===== src/rtl/sap2_kbd_pkg.sv =====
// Shared types and helpers for the SAP-2 hex keyboard encoder: FSM states,
// matrix geometry and the row/column to key-code encoding.
package sap2_kbd_pkg;

    typedef enum logic [1:0] {
        SCAN,
        DEBOUNCE,
        WAIT_ACK,
        RELEASE
    } kbd_state_t;

    localparam int KBD_ROWS   = 4;
    localparam int KBD_COLS   = 4;
    localparam int KBD_CODE_W = 4;

    localparam logic [KBD_COLS-1:0] KBD_IDLE_COLS = 4'b1110;

    // Index of the lowest active-low bit; the lowest row wins on multi-key presses.
    function automatic logic [1:0] lowest_low(input logic [3:0] v);
        logic [1:0] idx;
        idx = 2'd0;
        for (int i = 3; i >= 0; i--) begin
            if (!v[i]) begin
                idx = 2'(i);
            end
        end
        return idx;
    endfunction

    // Code = 4*row + col, i.e. row index in the upper two bits.
    function automatic logic [KBD_CODE_W-1:0] key_code(input logic [KBD_ROWS-1:0] rows,
                                                       input logic [KBD_COLS-1:0] cols);
        return {lowest_low(rows), lowest_low(cols)};
    endfunction

endpackage


===== src/rtl/sap2_kbd_debouncer.sv =====
// Consecutive-match counter: o_stable pulses on the cycle the STABLE_CYCLES-th
// consecutive match is seen. Used for both press and release qualification.
module sap2_kbd_debouncer #(
    parameter int STABLE_CYCLES = 8,
    parameter int CNT_W         = 4
) (
    input  logic clk,
    input  logic srst,
    input  logic i_en,
    input  logic i_match,
    output logic o_stable
);

    localparam logic [CNT_W-1:0] LAST = CNT_W'(STABLE_CYCLES - 1);

    logic [CNT_W-1:0] r_cnt;

    assign o_stable = i_en && i_match && (r_cnt == LAST);

    // Count rearms on the stable pulse so back-to-back uses start from zero.
    always_ff @(posedge clk) begin
        if (srst || !i_en || !i_match || o_stable) begin
            r_cnt <= '0;
        end else if (r_cnt != LAST) begin
            r_cnt <= r_cnt + 1'b1;
        end
    end

endmodule


===== src/rtl/sap2_hex_keyboard_encoder.sv =====
// 4x4 hex keypad scanner with debounce and READY/acknowledge handshake.
// Define SAP2_KBD_NIBBLE_PACK_EN to pack two accepted keys into one byte.
module sap2_hex_keyboard_encoder
    import sap2_kbd_pkg::*;
#(
    parameter int SCAN_DIV        = 4,
    parameter int DEBOUNCE_CYCLES = 8
) (
    input  logic                CLK,
    input  logic                CLR,
    output logic [KBD_COLS-1:0] col_drive,
    input  logic [KBD_ROWS-1:0] row_sense,
    output logic [7:0]          Keyboard,
    output logic                ready,
    input  logic                acknowedge
);

    localparam int CNT_MAX = (SCAN_DIV > DEBOUNCE_CYCLES) ? SCAN_DIV : DEBOUNCE_CYCLES;
    localparam int CNT_W   = $clog2(CNT_MAX) + 1;
    localparam logic [CNT_W-1:0] SLOT_LAST = CNT_W'(SCAN_DIV - 1);

    kbd_state_t               r_state;
    logic [KBD_COLS-1:0]      r_col_drive;
    logic [KBD_ROWS-1:0]      r_rows;
    logic [CNT_W-1:0]         r_scan_cnt;
    logic [7:0]               r_keyboard;
    logic                     r_ready;
`ifdef SAP2_KBD_NIBBLE_PACK_EN
    logic [KBD_CODE_W-1:0]    r_nibble;
    logic                     r_nibble_valid;
`endif

    logic                     w_db_en;
    logic                     w_db_match;
    logic                     w_stable;
    logic [KBD_CODE_W-1:0]    w_code;

    // Same counter qualifies a stable press pattern and then an all-released matrix.
    assign w_db_en    = (r_state == DEBOUNCE) || (r_state == RELEASE);
    assign w_db_match = (r_state == DEBOUNCE) ? (row_sense == r_rows) : (&row_sense);
    assign w_code     = key_code(r_rows, r_col_drive);

    sap2_kbd_debouncer #(
        .STABLE_CYCLES (DEBOUNCE_CYCLES),
        .CNT_W         (CNT_W)
    ) u_debouncer (
        .clk      (CLK),
        .srst     (CLR),
        .i_en     (w_db_en),
        .i_match  (w_db_match),
        .o_stable (w_stable)
    );

    always_ff @(posedge CLK) begin
        if (CLR) begin
            r_state        <= SCAN;
            r_col_drive    <= KBD_IDLE_COLS;
            r_rows         <= '1;
            r_scan_cnt     <= '0;
            r_keyboard     <= 8'h00;
            r_ready        <= 1'b0;
`ifdef SAP2_KBD_NIBBLE_PACK_EN
            r_nibble       <= '0;
            r_nibble_valid <= 1'b0;
`endif
        end else begin
            case (r_state)
                SCAN: begin
                    if (r_scan_cnt == SLOT_LAST) begin
                        r_scan_cnt <= '0;
                        if (!(&row_sense)) begin
                            r_rows  <= row_sense;
                            r_state <= DEBOUNCE;
                        end else begin
                            r_col_drive <= {r_col_drive[KBD_COLS-2:0], r_col_drive[KBD_COLS-1]};
                        end
                    end else begin
                        r_scan_cnt <= r_scan_cnt + 1'b1;
                    end
                end
                DEBOUNCE: begin
                    // Scan counter is already zero, so a bounce restarts this column's slot.
                    if (!w_db_match) begin
                        r_state <= SCAN;
                    end else if (w_stable) begin
`ifdef SAP2_KBD_NIBBLE_PACK_EN
                        if (!r_nibble_valid) begin
                            r_nibble       <= w_code;
                            r_nibble_valid <= 1'b1;
                            r_state        <= RELEASE;
                        end else begin
                            r_keyboard     <= {r_nibble, w_code};
                            r_nibble_valid <= 1'b0;
                            r_ready        <= 1'b1;
                            r_state        <= WAIT_ACK;
                        end
`else
                        r_keyboard <= {4'h0, w_code};
                        r_ready    <= 1'b1;
                        r_state    <= WAIT_ACK;
`endif
                    end
                end
                WAIT_ACK: begin
                    if (acknowedge && r_ready) begin
                        r_ready <= 1'b0;
                        r_state <= RELEASE;
                    end
                end
                RELEASE: begin
                    if (w_stable) begin
                        r_state     <= SCAN;
                        r_scan_cnt  <= '0;
                        r_col_drive <= {r_col_drive[KBD_COLS-2:0], r_col_drive[KBD_COLS-1]};
                    end
                end
                default: r_state <= SCAN;
            endcase
        end
    end

    assign col_drive = r_col_drive;
    assign Keyboard  = r_keyboard;
    assign ready     = r_ready;

endmodule


===== config.mk =====
export PLATFORM = sky130hd
export DESIGN_NAME = sap2_hex_keyboard_encoder
export DESIGN_NICKNAME = d
export VERILOG_FILES = /design/src/rtl/sap2_kbd_pkg.sv /design/src/rtl/sap2_kbd_debouncer.sv /design/src/rtl/sap2_hex_keyboard_encoder.sv
export SDC_FILE = /design/constraint.sdc
export NUM_CORES = 1
export LEC_CHECK = 0
export CORE_ASPECT_RATIO = 1.2
export CORE_MARGIN = 3
export CORE_UTILIZATION = 45
export CTS_CLUSTER_SIZE = 30
export DETAILED_ROUTE_END_ITERATION = 6
export PLACE_DENSITY = 0.7
export SLEW_MARGIN = 25
export SYNTH_ARGS = -nofsm -noshare
export SYNTH_HDL_FRONTEND = slang
export SYNTH_HIERARCHICAL = 1
export SYNTH_SLANG_ARGS = --single-unit

===== constraint.sdc =====
create_clock -name CLK -period 1.97 [get_ports CLK]
set_clock_uncertainty 0.2 [all_clocks]
set_input_delay 0.2955 -clock CLK [delete_from_list [all_inputs] [get_ports CLK]]
set_output_delay 0.2955 -clock CLK [all_outputs]
set_load 0.03 [all_outputs]

==> results of run 1 <==
==> synth_stat cells, drive strengths merged, types with 4 or more instances <==
cell type  instances
nand3             14
nand4              5
nor3               4
o21ai             11
inv                6
nand2             13
dfxtp             23
buf                6
nor2               6
mux2i              6
a21oi             10
xnor2              5
==> layer usage <==
metal / routed length [µm] / vias up / share of wire, %
met5: 0 / - / 0
met2: 1430 / 28 / 51
li1: - / 558 / -
met4: 120 / 0 / 4.3
met1: 1140 / 500 / 41
met3: 92 / 8 / 3.3
==> worst min path at each step <==
stage,from,end,cells past startpoint
floorplan,CLR,u_debouncer/r_cnt[2]$_SDFFE_PP0P_,1
global placement,u_debouncer/r_cnt[0]$_SDFFE_PP0P_,u_debouncer/r_cnt[0]$_SDFFE_PP0P_,1
detailed placement,u_debouncer/r_cnt[0]$_SDFFE_PP0P_,u_debouncer/r_cnt[0]$_SDFFE_PP0P_,1
CTS,row_sense[3],r_rows[3]$_SDFFE_PP1P_,3
global route,row_sense[0],r_rows[0]$_SDFFE_PP1P_,3
finish,row_sense[0],r_rows[0]$_SDFFE_PP1P_,3
==> worst register-to-register path, stage by stage (launching register included) <==
cell	delay (ps)
dfxtp_4	380
xnor2_2	190
nand2_1	110
o21ai_1	140
nand2_1	80
nor2_2	160
and3_4	210
a21o_1	150
nand3_2	80
a21oi_2	150
==> where the power goes <==
part / internal (mW) / total [mW] / switching, mW
clock: 0.0791 / 0.216 / 0.137
sequential: 0.490 / 0.513 / 0.0225
combinational: 0.133 / 0.281 / 0.148
total: 0.702 / 1.01 / 0.307
==> repair_timing <==
action                                  4_1_cts  5_1_grt
pin swaps                                     1       11
gates resized for setup                       6       22
buffers inserted                              0        4
endpoints found under the hold margin         0        0
endpoints found under the setup margin        8       20
gates cloned                                  0        0
==> logic make-up after synthesis <==
family                     after synthesis
muxes                                    6
and+or+nand+nor                         55
AOI/OAI and AO/OA                       31
DFF                                     23
adders and majority gates                2
buffers and inverters                   15
other                                    1
xor gates and xnor gates                 6
==> layout make-up <==
cell class	instances	area, µm²
inverter	6	22.5
tap	31	38.8
clock buffer	4	26.3
sequential	23	472
timing repair buffer	37	325
fill	201	785
multi-input combinational	104	732
==> flip-flops by register name, summed over array words and instances, names as in the netlist, named ones only <==
register and cells:
ready 1, u_debouncer/r_cnt 4, r_rows 4, col_drive 4, r_state 1, Keyboard 4
r_scan_cnt 4
==> per-stage QoR <==
stage	setup TNS, ps	std cells
finish	0	205
global route	-932	205
CTS	0	201
detailed placement	-6640	197
global placement	-6220	197
floorplan	0	142
==> flow_summary.ini, run 1 <==
[timing]
fin_ws_ps = 55.5
min_period_ps = 1910
slew_violations = 0
rsz0062_at_grt = yes
setup_viol = 0
timing.hold.ws_ps = 134
fin_crit_sh_pct = 97.2
hold_viol_final = 0
max_freq_mhz = 522

[worst_setup_path]
crit_type = reg2reg
crit_chain = xnor2_2, nand2_1, o21ai_1, nand2_1, nor2_2, and3_4, a21o_1, nand3_2, a21oi_2
critPathBufInv = 0
cp-start-kind = flip-flop
cp_slowest_cell = dfxtp_4
ff2ff_setup_slack_ps = 60
path_depth = 9
worst_path_dominant_cell_family = simple AND/OR/NAND/NOR gates
crit_path_end_kind = flip-flop
cp_max_fo = 4
r2r-end = col_drive[0]$_SDFFE_PP0P_
r2r-start = r_rows[1]$_SDFFE_PP1P_
endpoint = col_drive[0]$_SDFFE_PP0P_
required_ps = 2020
ff2ff_path_depth = 9
worstPathArrival_ps = 1970
crit_top_cell = nand2_1
worst_path_largest_cell_delay_ps = 380
startpoint = r_rows[1]$_SDFFE_PP1P_

[synth]
synth_adder_area_share_pct = 2.09
synth_top_flop_cell = dfxtp_1
synthXorXnorAreaFrac_pct = 4.39
ys_seq_area_share_pct = 38.5
synth_area_leader_cell = dfxtp_1
syn-cell-area_um2 = 1200
ys_ff_latch = 23
synth.avg_cell_area_um2 = 8.61
ys_warn_count = 6
synth_compound_area_share_pct = 15.3
synth_top_family_by_area = simple AND/OR/NAND/NOR gates
synth_edf_count = 0
synthArstFlopShare_pct = 0
netlist_instances = 139
synth_mux_area_share_pct = 5.02
synth_top_cell_area_share_pct = 38.5
yosysUniqueCellTypes = 39
yosys.area_share.simple_pct = 27.7
synth_area_leaders = dfxtp_1 (38%), nand3_1 (5.4%), mux2i_1 (5.0%), a21oi_1 (4.2%), nand2_1 (4.1%)

[clocking]
cts_tree = yes
cts-buffers-inserted = 3
clkTransAtPathRegs_ps = 120
clockBufferDepth = 2
clock_sinks = 23
cts-root-buf = clkbuf_4
insertion_delay_ps = 310
hold_buffers = 0
htreeDepth = 1

[layout]
layout.nets = 184
fin_util_pct = 67.3
finish.instance_area_um2 = 1620
area_growth_pct = 35.1
insertedDiodeCount = 0
mostFrequentLayoutCells = buf_4 (22), dfxtp_1 (18), nand2_1 (13)
final_common_cell = buf_4
drive_above_1_share_pct = 25.9

[detailed_routing]
vias = 1094
drcViolationCount = 0
first_pass_iters = 4
wirelength_mm = 2.79
ant_nets = 0
first_iter_violations = 24
avgViaCountPerCell = 5.34
wl_per_cell_um = 13.6

[power]
total_power_mw = 1.01
p_leak_nw = 0.660
power_density_nw_per_um2 = 624
ir_drop_mv = 0.580

[placement]
dp_hpwl_mm = 2.08
routabilityCongestion = 0.960
placed_cell_area_um2 = 1480
pre_cts_slack_ps = -454
io_buffers = 15

[grt]
grt_max_degree = 13
grt_use_met2_pct = 30.3
grt.busiest_layer = met2
grtUsageTotal_pct = 18.0
grt_pass1_vias = 1037
grt_antenna_before_repair = 0
grt_pass1_wl_mm = 4.47
overflow = 0
grtUsageMet1_pct = 20.4
met3_usage_pct = 2.63

[floorplan]
core_area_um2 = 2400
pin_count = 20
initial_core_util_pct = 49.8
die-area_um2 = 3320
die_w_um = 53.1
die_h_um = 62.5
rows = 19

[min_path]
hold_class = in2reg

[run_status]
outcome = finished clean

[run]
drv_cap = 0
Note: power is estimated with default switching activity, not from simulation.
==> run 2, diff against run 1 <==
--- a/config.mk
+++ b/config.mk
@@ -6,11 +6,12 @@
 export NUM_CORES = 1
 export LEC_CHECK = 0
 export CORE_ASPECT_RATIO = 1.2
-export CORE_MARGIN = 3
+export CORE_MARGIN = 1.5
 export CORE_UTILIZATION = 45
 export CTS_CLUSTER_SIZE = 30
 export DETAILED_ROUTE_END_ITERATION = 6
-export PLACE_DENSITY = 0.7
+export DONT_BUFFER_PORTS = 1
+export PLACE_DENSITY = 0.6
 export SLEW_MARGIN = 25
 export SYNTH_ARGS = -nofsm -noshare
 export SYNTH_HDL_FRONTEND = slang
==> flow_summary.ini, run 2 (same netlist as run 1, synthesis figures left out) <==
[run_status]
outcome = finished clean

[worst_setup_path]
r2r-start = r_rows[3]$_SDFFE_PP1P_
crit_path_end_kind = flip-flop
cp_max_fo = 4
crit_chain = xnor2_2, nand3_1, o21ai_1, nand2_1, nor2_4, and3_4, a21o_1, nand3_2, a21oi_2
cp_slowest_cell = dfxtp_2
ff2ff_path_depth = 9
worstPathArrival_ps = 1970
crit_type = reg2reg
cp-start-kind = flip-flop
r2r-end = col_drive[0]$_SDFFE_PP0P_
worst_path_largest_cell_delay_ps = 370
ff2ff_setup_slack_ps = 50
required_ps = 2020

[timing]
max_freq_mhz = 521
hold_viol_final = 0
slew_violations = 0
rsz0062_at_grt = yes
min_period_ps = 1920
fin_crit_sh_pct = 97.5
setup_viol = 0

[floorplan]
die_h_um = 59.5
initial_core_util_pct = 47.3
die_w_um = 50.1
rows = 20
pin_count = 20
core_area_um2 = 2530
die-area_um2 = 2980

[clocking]
clock_sinks = 23
htreeDepth = 1
cts-root-buf = clkbuf_4
cts-buffers-inserted = 3
clkTransAtPathRegs_ps = 130
cts_tree = yes
clockBufferDepth = 2
insertion_delay_ps = 320

[layout]
mostFrequentLayoutCells = dfxtp_1 (17), buf_4 (14), nand2_1 (13)
layout.cells.non_filler = 192
final_common_cell = dfxtp_1
area_growth_pct = 23.3
insertedDiodeCount = 0
drive_above_1_share_pct = 25.8
fin_util_pct = 58.4
layout.nets = 169

[run]
drv_cap = 0

[power]
power_frac_clock_pct = 22.7
power.internal_mw = 0.689
total_power_mw = 0.991
power_density_nw_per_um2 = 672
ir_drop_mv = 0.366
p_comb_share_pct = 25.5
pwr-share-seq_pct = 51.8
p_leak_nw = 0.561
p_sw_mw = 0.303
switching_share_pct = 30.5

[placement]
dp_hpwl_mm = 1.83
io_buffers = 0
routabilityCongestion = 0.733
place_inst = 181

[detailed_routing]
wirelength_mm = 2.63
first_pass_iters = 4
drcViolationCount = 0
ant_nets = 0
avgViaCountPerCell = 5.53
first_iter_violations = 19
vias = 1061
wl_per_cell_um = 13.7

[grt]
grt_pass1_wl_mm = 4.35
grtUsageTotal_pct = 18.9
grt_max_degree = 13
grt_antenna_before_repair = 0
overflow = 0
grt_pass1_vias = 1004

[min_path]
min_to = r_rows[0]$_SDFFE_PP1P_
holdPathStages = 2
hold_class = in2reg
min_from = CLR
==> run 2: worst max-delay path: cells and delay by family, from the launching register on <==
| kind | cells | cell delay, ps |
|---|---|---|
| AOI/OAI and AO/OA | 3 | 460 |
| xor gates and xnor gates | 1 | 140 |
| DFF | 1 | 370 |
| and+or+nand+nor | 5 | 690 |
==> run 2: per-layer routing <==
metal | up-vias | GRT usage, % | share of wire [%]
met2 | 39 | 32.5 | 48
met1 | 492 | 22.1 | 44
li1 | 523 | - | -
met4 | 0 | 7.94 | 1.8
met5 | - | 0 | 0
met3 | 7 | 5.05 | 5.7
==> run 2: cell type report <==
type / instances / area [µm²]
multi-input combinational: 104 / 729
clock buffer: 4 / 26.3
inverter: 6 / 22.5
fill: 231 / 1050
timing repair buffer: 22 / 188
tap: 33 / 41.3
sequential: 23 / 468
==> run 2: how the worst max path moves through the flow <==
| stage | from | end | depth (start not counted) |
|---|---|---|---|
| after floorplan | r_state[0]$_SDFFE_PP0P_ | col_drive[1]$_SDFFE_PP1P_ | 10 |
| after global placement | r_rows[3]$_SDFFE_PP1P_ | col_drive[2]$_SDFFE_PP1P_ | 9 |
| after detailed placement | r_rows[3]$_SDFFE_PP1P_ | col_drive[0]$_SDFFE_PP0P_ | 9 |
| after CTS | r_rows[3]$_SDFFE_PP1P_ | col_drive[0]$_SDFFE_PP0P_ | 9 |
| after global routing | r_rows[3]$_SDFFE_PP1P_ | col_drive[0]$_SDFFE_PP0P_ | 9 |
| final | r_rows[3]$_SDFFE_PP1P_ | col_drive[0]$_SDFFE_PP0P_ | 9 |
==> run 2: stage by stage <==
| step | setup WS [ps] | setup TNS (ps) | hold WS (ps) | cell area [µm²] |
|---|---|---|---|---|
| 6_report | 50.0 | 0 | 46.8 | 1480 |
| 5_1_grt | -91.3 | -285 | 45.8 | 1480 |
| 4_1_cts | 32.8 | 0 | 62.6 | 1400 |
| 3_5_place_dp | -17.9 | -29.1 | 169 | 1310 |
| 3_3_place_gp | 13.5 | 0 | 168 | 1310 |
| 2_1_floorplan | 22.7 | 0 | 173 | 1210 |
==> run 2: power groups by stage <==
stage | Combinational (mW) | Clock, mW | Sequential, mW
after floorplan | 0.165 | 0 | 0.522
after global placement | 0.217 | 0 | 0.518
after detailed placement | 0.219 | 0 | 0.518
after CTS | 0.235 | 0.234 | 0.508
after global routing | 0.279 | 0.252 | 0.517
final | 0.253 | 0.225 | 0.513
==> run 2: repair_timing <==
item | 4_1_cts | 5_1_grt
resized for setup | 3 | 19
setup buffers | 0 | 1
endpoints found under the setup margin | 4 | 8
pin swaps | 3 | 7
hold endpoints to repair | 17 | 0
hold buffers | 6 | 0
==> edit (config.mk and constraints of run 2) <==
`SCAN_DIV`: 4 -> 8.
--- a/src/rtl/sap2_hex_keyboard_encoder.sv
+++ b/src/rtl/sap2_hex_keyboard_encoder.sv
@@ -3,7 +3,7 @@
 module sap2_hex_keyboard_encoder
     import sap2_kbd_pkg::*;
 #(
-    parameter int SCAN_DIV        = 4,
+    parameter int SCAN_DIV        = 8,
     parameter int DEBOUNCE_CYCLES = 8
 ) (
     input  logic                CLK,
Behaviour: not the same (Yosys sat finds a counterexample within 10 cycles, from zero or initial values).
==> edit against run 2 <==
- the flow now finishes with violations (negative setup slack)
- design area up 2.8%
- area after synthesis down 6.0%
- highest routed layer unchanged
- largest power group unchanged
- hold slack worse by 0.024 ns
- global-route usage up 0.47 points
- setup slack worse by 0.24 ns
- sequential share of layout area down 1.1 points
- clock power about the same
- largest cell class unchanged
- first-iteration DRC count down 37%
- power up 1.9%
- sequential cell count unchanged
- non-clock buffer count up 10
- wire length down 2.9%
==> edit: results <==
[clocking]
cts_resized = 7
postCtsHoldBufs = 5
post_cts_buffers = 11

[finish]
layout.cells.non_filler = 196
buf_share = 0.179
clk_share = 0.0182
seq_area_um2 = 464
nets = 175
nonClockBufferCount = 32
multi_input_area_share = 0.444

[power_and_ir_drop]
p_per_area_nw_per_um2 = 666
p_leak_nw = 0.619

[yosys]
yosysSeqAreaShare = 0.409
synth_compound_area_frac = 0.186
synth_cell_types = 36
ys_top_cells_by_count = "dfxtp_1 (23), nor2_1 (21), nand2_1 (12), inv_1 (11), a21oi_1 (8)"
synth_area_leaders = "dfxtp_1 (41%), nor2_1 (7.0%), a211o_1 (4.7%)"
synthMuxAreaShare = 0.0189

[timing]
finalSetupViolations = 12
setup_tns_ns = -1.10
worst_slack_ns = -0.194

[worst_setup_path]
arrival_ns = 2.19
critical-path-top-delay-family = "buffers and inverters"
path_max_fanout = 2

[routing]
drtIter0Drc = 12
first_pass_iters = 3

[run_status]
violations = "negative setup slack"
outcome = "finished with violations"

[floorplan]
dieArea_um2 = 2810

[grt]
grt.total_usage = 0.194
grt_max_degree = 23

[placement]
placed_cell_area_um2 = 1280
edit: cell types whose count changed after synthesis, moves of 4 or more:
cell     delta
nand4_1     -4
nand3_1     -8
inv_1       +5
mux2i_1     -5
o21ai_0     -5
nor2_1     +16
a211o_1     +6
edit: worst paths after layout:
kind | slack, ns | from | end | cells after the start
max reg2reg | -0.19 | r_rows[2] | r_state[0] | 9
min | 0.02 | acknowedge | ready | 2
min reg2reg | 0.26 | u_debouncer/r_cnt[0] | u_debouncer/r_cnt[0] | 1
max | -0.19 | r_rows[2] | r_state[0] | 9
edit: where the power goes:
group | total [mW] | leakage, nW | internal (mW) | switching, mW
combinational | 0.258 | 0.417 | 0.118 | 0.140
clock | 0.225 | 0.0177 | 0.0758 | 0.149
sequential | 0.527 | 0.185 | 0.496 | 0.0310
edit: layer usage:
metal / share of wire / up-vias / track usage
li1: - / 514 / -
met1: 0.46 / 471 / 0.232
met2: 0.50 / 13 / 0.337
met3: 0.031 / 4 / 0.0490
met4: 0.012 / 0 / 0.0735
met5: 0 / - / 0
